**src/rtl/count_enable_gen.sv**
```systemverilog
// count_enable_gen
// -----------------------------------------------------------------------------
// Produces clean single-cycle step pulses for the downstream 4-bit up counter.
// A step comes either from a debounced pushbutton (manual mode) or from a
// free-running prescaler (auto mode).
//
// Datapath: 2-flop synchronizer -> debounce FSM -> press event
//           prescale counter                    -> tick
//           count_enable register selects press event or tick by mode.
//
// Ports:
//   clock        in   system clock, rising edge
//   clear_n      in   synchronous active-low reset
//   btn_raw      in   asynchronous pushbutton level, active-high, may bounce
//   mode         in   0 = manual step from button, 1 = free-run from prescaler
//   run          in   free-run gate, ignored when mode = 0
//   count_enable out  one-cycle step pulse to the counter
//   btn_level    out  debounced button level
//
// Parameters:
//   DEBOUNCE_CYCLES  stable synchronized samples needed to accept a new level
//   PRESCALE         clock cycles per pulse in free-run mode (>= 2)
//   REPEAT_DELAY     hold cycles before auto-repeat starts (repeat build only)
//
// Build option:
//   COUNT_ENABLE_GEN_AUTO_REPEAT_EN - when defined, a held button in manual
//   mode auto-repeats every PRESCALE cycles once REPEAT_DELAY cycles have
//   elapsed in PRESSED. When undefined, exactly one pulse per press.
// -----------------------------------------------------------------------------
module count_enable_gen #(
  parameter int DEBOUNCE_CYCLES = 4,
  parameter int PRESCALE        = 10
`ifdef COUNT_ENABLE_GEN_AUTO_REPEAT_EN
  ,
  parameter int REPEAT_DELAY    = 50
`endif
) (
  input  logic clock,
  input  logic clear_n,
  input  logic btn_raw,
  input  logic mode,
  input  logic run,
  output logic count_enable,
  output logic btn_level
);

  // Debounce counter only needs to reach DEBOUNCE_CYCLES-1.
  localparam int DB_W = (DEBOUNCE_CYCLES > 1) ? $clog2(DEBOUNCE_CYCLES) : 1;
  localparam logic [DB_W-1:0] DB_LAST = DB_W'(DEBOUNCE_CYCLES - 1);
  localparam logic [DB_W-1:0] DB_ONE  = DB_W'(1);

  localparam int PS_W = $clog2(PRESCALE);
  localparam logic [PS_W-1:0] PS_LAST = PS_W'(PRESCALE - 1);
  localparam logic [PS_W-1:0] PS_ONE  = PS_W'(1);

  typedef enum logic [1:0] {
    RELEASED     = 2'd0,
    PRESS_WAIT   = 2'd1,
    PRESSED      = 2'd2,
    RELEASE_WAIT = 2'd3
  } state_t;

  // ---------------------------------------------------------------------------
  // Synchronizer: only the second stage is ever looked at.
  // ---------------------------------------------------------------------------
  logic [1:0] sync_reg;
  logic       btn_sync;

  always_ff @(posedge clock) begin
    if (!clear_n) begin
      sync_reg <= 2'b00;
    end else begin
      sync_reg <= {sync_reg[0], btn_raw};
    end
  end

  assign btn_sync = sync_reg[1];

  // ---------------------------------------------------------------------------
  // Debounce FSM
  // ---------------------------------------------------------------------------
  state_t          state_reg, state_next;
  logic [DB_W-1:0] cnt_reg, cnt_next;
  logic            press_evt;

  always_ff @(posedge clock) begin
    if (!clear_n) begin
      state_reg <= RELEASED;
      cnt_reg   <= '0;
    end else begin
      state_reg <= state_next;
      cnt_reg   <= cnt_next;
    end
  end

  always_comb begin
    state_next = state_reg;
    cnt_next   = cnt_reg;
    press_evt  = 1'b0;
    case (state_reg)
      RELEASED: begin
        if (btn_sync) begin
          state_next = PRESS_WAIT;
          cnt_next   = '0;
        end
      end
      PRESS_WAIT: begin
        if (!btn_sync) begin
          state_next = RELEASED;
        end else if (cnt_reg == DB_LAST) begin
          state_next = PRESSED;
          press_evt  = 1'b1;
        end else begin
          cnt_next = cnt_reg + DB_ONE;
        end
      end
      PRESSED: begin
        if (!btn_sync) begin
          state_next = RELEASE_WAIT;
          cnt_next   = '0;
        end
      end
      RELEASE_WAIT: begin
        // A bounce back to 1 returns to PRESSED without a new press event.
        if (btn_sync) begin
          state_next = PRESSED;
        end else if (cnt_reg == DB_LAST) begin
          state_next = RELEASED;
        end else begin
          cnt_next = cnt_reg + DB_ONE;
        end
      end
      default: begin
        state_next = RELEASED;
        cnt_next   = '0;
      end
    endcase
  end

  // ---------------------------------------------------------------------------
  // Free-run prescaler; held at zero whenever it is not selected so the first
  // tick always lands PRESCALE cycles after run rises.
  // ---------------------------------------------------------------------------
  logic            free_run;
  logic            tick;
  logic [PS_W-1:0] pcnt_reg, pcnt_next;

  assign free_run = mode & run;
  assign tick     = free_run && (pcnt_reg == PS_LAST);

  always_comb begin
    pcnt_next = '0;
    if (free_run && (pcnt_reg != PS_LAST)) begin
      pcnt_next = pcnt_reg + PS_ONE;
    end
  end

  always_ff @(posedge clock) begin
    if (!clear_n) begin
      pcnt_reg <= '0;
    end else begin
      pcnt_reg <= pcnt_next;
    end
  end

  // ---------------------------------------------------------------------------
  // Auto-repeat (optional)
  // ---------------------------------------------------------------------------
  logic rep_tick;

`ifdef COUNT_ENABLE_GEN_AUTO_REPEAT_EN
  localparam int RD_W = $clog2(REPEAT_DELAY + 1);
  localparam logic [RD_W-1:0] RD_LAST = RD_W'(REPEAT_DELAY);
  localparam logic [RD_W-1:0] RD_ONE  = RD_W'(1);

  logic            held;
  logic [RD_W-1:0] dcnt_reg, dcnt_next;
  logic [PS_W-1:0] rpcnt_reg, rpcnt_next;

  // Counting only while staying in PRESSED: leaving it (including a dip into
  // RELEASE_WAIT) restarts the whole delay.
  assign held     = (state_reg == PRESSED) && (state_next == PRESSED);
  assign rep_tick = held && (dcnt_reg == RD_LAST) && (rpcnt_reg == PS_LAST);

  always_comb begin
    dcnt_next  = '0;
    rpcnt_next = '0;
    if (held) begin
      if (dcnt_reg != RD_LAST) begin
        dcnt_next = dcnt_reg + RD_ONE;
      end else begin
        dcnt_next = dcnt_reg;
        if (rpcnt_reg != PS_LAST) begin
          rpcnt_next = rpcnt_reg + PS_ONE;
        end
      end
    end
  end

  always_ff @(posedge clock) begin
    if (!clear_n) begin
      dcnt_reg  <= '0;
      rpcnt_reg <= '0;
    end else begin
      dcnt_reg  <= dcnt_next;
      rpcnt_reg <= rpcnt_next;
    end
  end
`else
  assign rep_tick = 1'b0;
`endif

  // ---------------------------------------------------------------------------
  // Output registers. The source not selected by mode is simply ignored, so
  // an event from it on a mode change is dropped rather than deferred.
  // ---------------------------------------------------------------------------
  logic count_enable_reg, count_enable_next;
  logic btn_level_reg, btn_level_next;

  assign count_enable_next = mode ? tick : (press_evt | rep_tick);
  assign btn_level_next    = (state_next == PRESSED) || (state_next == RELEASE_WAIT);

  always_ff @(posedge clock) begin
    if (!clear_n) begin
      count_enable_reg <= 1'b0;
      btn_level_reg    <= 1'b0;
    end else begin
      count_enable_reg <= count_enable_next;
      btn_level_reg    <= btn_level_next;
    end
  end

  assign count_enable = count_enable_reg;
  assign btn_level    = btn_level_reg;

endmodule

```
**config.mk**
```make
export PLATFORM = sky130hd
export DESIGN_NAME = count_enable_gen
export DESIGN_NICKNAME = d
export VERILOG_FILES = /design/src/rtl/count_enable_gen.sv
export SDC_FILE = /design/constraint.sdc
export NUM_CORES = 1
export LEC_CHECK = 0
export BUFFER_PORTS_ARGS = -buffer_cell sky130_fd_sc_hd__buf_2
export CORE_MARGIN = 10
export CORE_UTILIZATION = 25
export DETAILED_ROUTE_END_ITERATION = 10
export HOLD_SLACK_MARGIN = 0.08
export PLACE_DENSITY_LB_ADDON = 0.05
export SYNTH_ARGS = -nofsm -noshare
export SYNTH_HDL_FRONTEND = slang
export SYNTH_SLANG_ARGS = --single-unit
```
**constraint.sdc**
```tcl
create_clock -name clock -period 2 [get_ports clock]
set_clock_uncertainty 0.2 [all_clocks]
set_input_delay 0.4 -clock clock [delete_from_list [all_inputs] [get_ports clock]]
set_output_delay 0.4 -clock clock [all_outputs]
set_load 0.005 [all_outputs]
```
# ---- Word level (Yosys, flattened, before mapping)
# Index checks and enable logic that the tools add are counted.
dict set report totals {
  regBits 12
  input_bits 5
  output_inout_bits 2
  elab_cells 44
}
dict set report op_classes {
  addsub 2
  n_eq_ne 12
  n_mux 17
  bitwise 1
  reduce_logical 6
}
# cell n
set op_table {}
lappend op_table {{$mux 2} 11}
lappend op_table {{$pmux 2 s4} 2}
lappend op_table {{$eq 2x2->1 const B} 5}
lappend op_table {{$ne 2x2->1 const B} 4}
lappend op_table {{$add 4x1->4 const B} 1}
lappend op_table {{$eq 4x4->1 const B} 1}
lappend op_table {{$mux 1} 4}
lappend op_table {{$ne 4x4->1 const B} 1}
lappend op_table {{$reduce_and 4->1} 1}
lappend op_table {{$add 2x1->2 const B} 1}
lappend op_table {{$eq 2x1->1 const B} 1}
lappend op_table {{$logic_and 1x1->1} 2}
lappend op_table {{$logic_not 2->1} 1}
lappend op_table {{$reduce_and 2->1} 1}
lappend op_table {{$and 1x1->1} 1}
lappend op_table {{$logic_or 1x1->1} 1}

# ---- Depth between registers and ports, before layout
dict set report logic_depth {
  ltp_word 6
  depth_mapped 5
  depth_no_buf 5
}

# ---- Least setup slack after synthesis
# No wires, ideal clock.
dict set report synth_path {
  kind {reg2reg}
  start {register cnt_reg[0]}
  end {register state_reg[1]}
  setup_ns 0.118
  arrival_time_ns 0.886
  required_ns 1.682
  path_slack_ns 0.796
  stages_incl_launch_ff 5
  path_buffers 0
  synth_period_minus_slack_ns 1.204
  path_cell_list {dfxtp_1 -> ha_1 -> a21o_2 -> a22oi_1 -> nor2b_1}
}
dict set report synth_via {
  elab_chain_len 4
}
# item line
set synth_rtl {}
lappend synth_rtl {{start, declared} 83} ;# logic [DB_W-1:0] cnt_reg, cnt_next;
lappend synth_rtl {{start signal, assigned} 92} ;# cnt_reg <= cnt_next;
lappend synth_rtl {{$eq 2x2->1 *} {110, 127}}
lappend synth_rtl {{$mux 2, on equally long branches} {127, 110}}
lappend synth_rtl {{$mux 2, on equally long branches} {125, 108}}
lappend synth_rtl {{$pmux 2 s4 *} 100} ;# case (state_reg)
lappend synth_rtl {{end signal, assigned} 91} ;# state_reg <= state_next;
lappend synth_rtl {{end, declared} 82} ;# state_t state_reg, state_next;
# Mark *: on every way between the ends. The rest lies on a longest branch, timed or not.
# A chain may end at the register's enable or synchronous reset.

==> run metrics <==
grt peak-use layer=met2; Worst path slowest cell=dfxtp_1; FF-to-FF End=count_enable; clock sinks=11; commonest non-fill, non-tap cells in the layout=dfxtp_1, nand2_1, buf_2; relative slew slack=0.825; outcome=finished, final reports clean; final WL=approximately 860 um; CTS max path bufs=2; CTS buffer count=3; Mean Syn Cell Area=9.74 um2; P_leak=roughly 0.23 nW; CP top delay family=flip-flops; PostCTS Resize Cnt=0; Critical Path AT=~0.83 ns; RSZ-0062 raised after global routing=false; DR iter-0 viols=5; CP Buf/Inv Count=1; antenna violations before repair=0; post-synthesis register bit count=11; synth warn=0; WL/cell=roughly 11 um; commonest non-fill, non-tap cell in the layout=dfxtp_1; post-route clock period utilization=0.713; routed vias=~340; FF-to-FF setup slack=around 0.70 ns; Area Overhead vs Synth=18.0%; H-tree depth=1; Syn Std Cell Area=458 um2; Tot GR Track Use=0.0477; die area=~0.0039 mm2; drc violations=0; total iterations of the first detailed-routing run=4; Nets=66; Crit. End Element=primary output; IO buf count=6; max-slew violation count=0; Critical R2R Launch=cnt_reg[0]; Routed Antenna Nets=0; type of the most critical hold path=in -> reg; post-synthesis cell type count=21; n_diodes=0; CP Class=reg -> out; met3 usage=0.0269; Synth Net Count=56; Die Span Y=roughly 63 um; GPL Wtd Cong=approximately 0.76; I/O pins=7; Max Fclk=0.701 GHz; first-pass GRT wire length=1.46 mm; max incr delay on CP=between 0.4 and 0.5 ns; crit path cell chain=buf_2; hold endpoint=sync_reg[0]; Setup TNS=0 ns; PwrDens=roughly 720 mW/mm2; post-CTS setup buffer count=0; Hold Path Origin=btn_raw; cts hold-fix bufs=0; VDD IR max=approximately 0.35 mV; crit path time final=between 1 and 1.5 ns; Final setup violation count=0; met2 usage=0.0795; cell count after synthesis=47; max FFs per register=4; TritonCTS clock tree=yes; met1 GRT Util=0.0430; Slew @ Worst Pin=0.258 ns; Critical Path Fanout Max=5; GR Overflow Total=0; hold depth=2; DR vias/cell=about 4.2; pin count of the biggest net entering global routing=11; crit path launch type=register; core area=0.00173 mm2; vias in the first global route=about 340; sequential share of the synthesized area=0.481; Worst Setup SP=state_reg[1]; row cnt=15; Post-DP HPWL=just under 700 um; worst skew pair latency=around 0.26 ns; initial core utilization=0.265; Clock transition at path regs=0.07 ns; Final Hold Vio Count=0; WHS=0.142 ns; R2R depth=4; layout cell share with drive strength beyond 1=0.214; max_cap viols=0; CTS root buffer=clkbuf_4; CP Data Required Time=roughly 1.4 ns; Die X=~63 um
[metal layers]
layer / wire length [um] / up-vias / share of wire
li1: - / 174 / -
met5: 0 / - / 0
met2: 466 / 7 / 0.54
met4: 6 / 0 / 0.0070
met1: 344 / 158 / 0.40
met3: 45 / 2 / 0.052
[how the worst max path moves through the flow]
stage                   end  slack, ns  depth (start not counted)
4_1_cts           btn_level       0.56                          1
3_3_place_gp   count_enable       0.76                          4
2_1_floorplan  state_reg[1]       0.80                          4
3_5_place_dp    pcnt_reg[2]       0.69                          5
6_report          btn_level       0.57                          1
5_1_grt           btn_level       0.53                          1
[where the power goes]
group / internal (mW) / total [mW] / switching (mW)
combinational: 0.00720 / 0.0148 / 0.00756
clock: 0.0771 / 0.151 / 0.0735
sequential: 0.222 / 0.225 / 0.00273
total: 0.307 / 0.391 / 0.0838
[stage by stage]
stage	area, um2	setup WS (ns)	std cells	total power [mW]	util
after floorplan	458	0.796	47	0.239	-
after global placement	514	0.762	77	0.244	0.298
after detailed placement	514	0.694	77	0.245	0.298
after CTS	541	0.563	81	0.397	0.313
after global routing	541	0.533	81	0.410	0.313
final	541	0.574	81	0.391	0.313
[worst register-to-register path: cells and delay by family (launching register included)]
kind                       cells  cell delay (ns)
DFF                            1             0.38
adders and majority gates      1             0.19
AOI/OAI and AO/OA              1             0.14
and+or+nand+nor                2             0.33
[cell usage after synthesis (all sizes together)]
| library cell | number | area [um2] |
|---|---|---|
| dfxtp | 11 | 220 |
| nand2 | 6 | 22.5 |
| nor2 | 5 | 18.8 |
| ha | 4 | 50.1 |
| and2 | 3 | 20.0 |
| nand3b | 2 | 15.0 |
| o22ai | 2 | 12.5 |
| xor2 | 2 | 17.5 |
| a21o | 1 | 8.76 |
| a22oi | 1 | 7.51 |
| and3 | 1 | 7.51 |
| buf | 1 | 5.00 |
| inv | 1 | 3.75 |
| nand2b | 1 | 6.26 |
| nand3 | 1 | 5.00 |
| nand4 | 1 | 6.26 |
| nor2b | 1 | 6.26 |
| nor4b | 1 | 8.76 |
| o21a | 1 | 7.51 |
| xnor2 | 1 | 8.76 |
[cell type report]
class / count / area (um2)
clock buffer: 4 / 26.3
fill: 193 / 1190
inverter: 1 / 3.75
multi-input combinational: 34 / 229
sequential: 11 / 220
tap: 25 / 31.3
timing repair buffer: 6 / 30.0
[logic make-up after synthesis]
| group | Yosys count | synth area share |
|---|---|---|
| adders and majority gates | 4 | 0.109 |
| AOI/OAI and AO/OA | 5 | 0.0792 |
| xor gates and xnor gates | 3 | 0.0574 |
| buffers and inverters | 2 | 0.0191 |
| DFF | 11 | 0.481 |
| and+or+nand+nor | 22 | 0.254 |
Power figures use the tool's default switching activity.
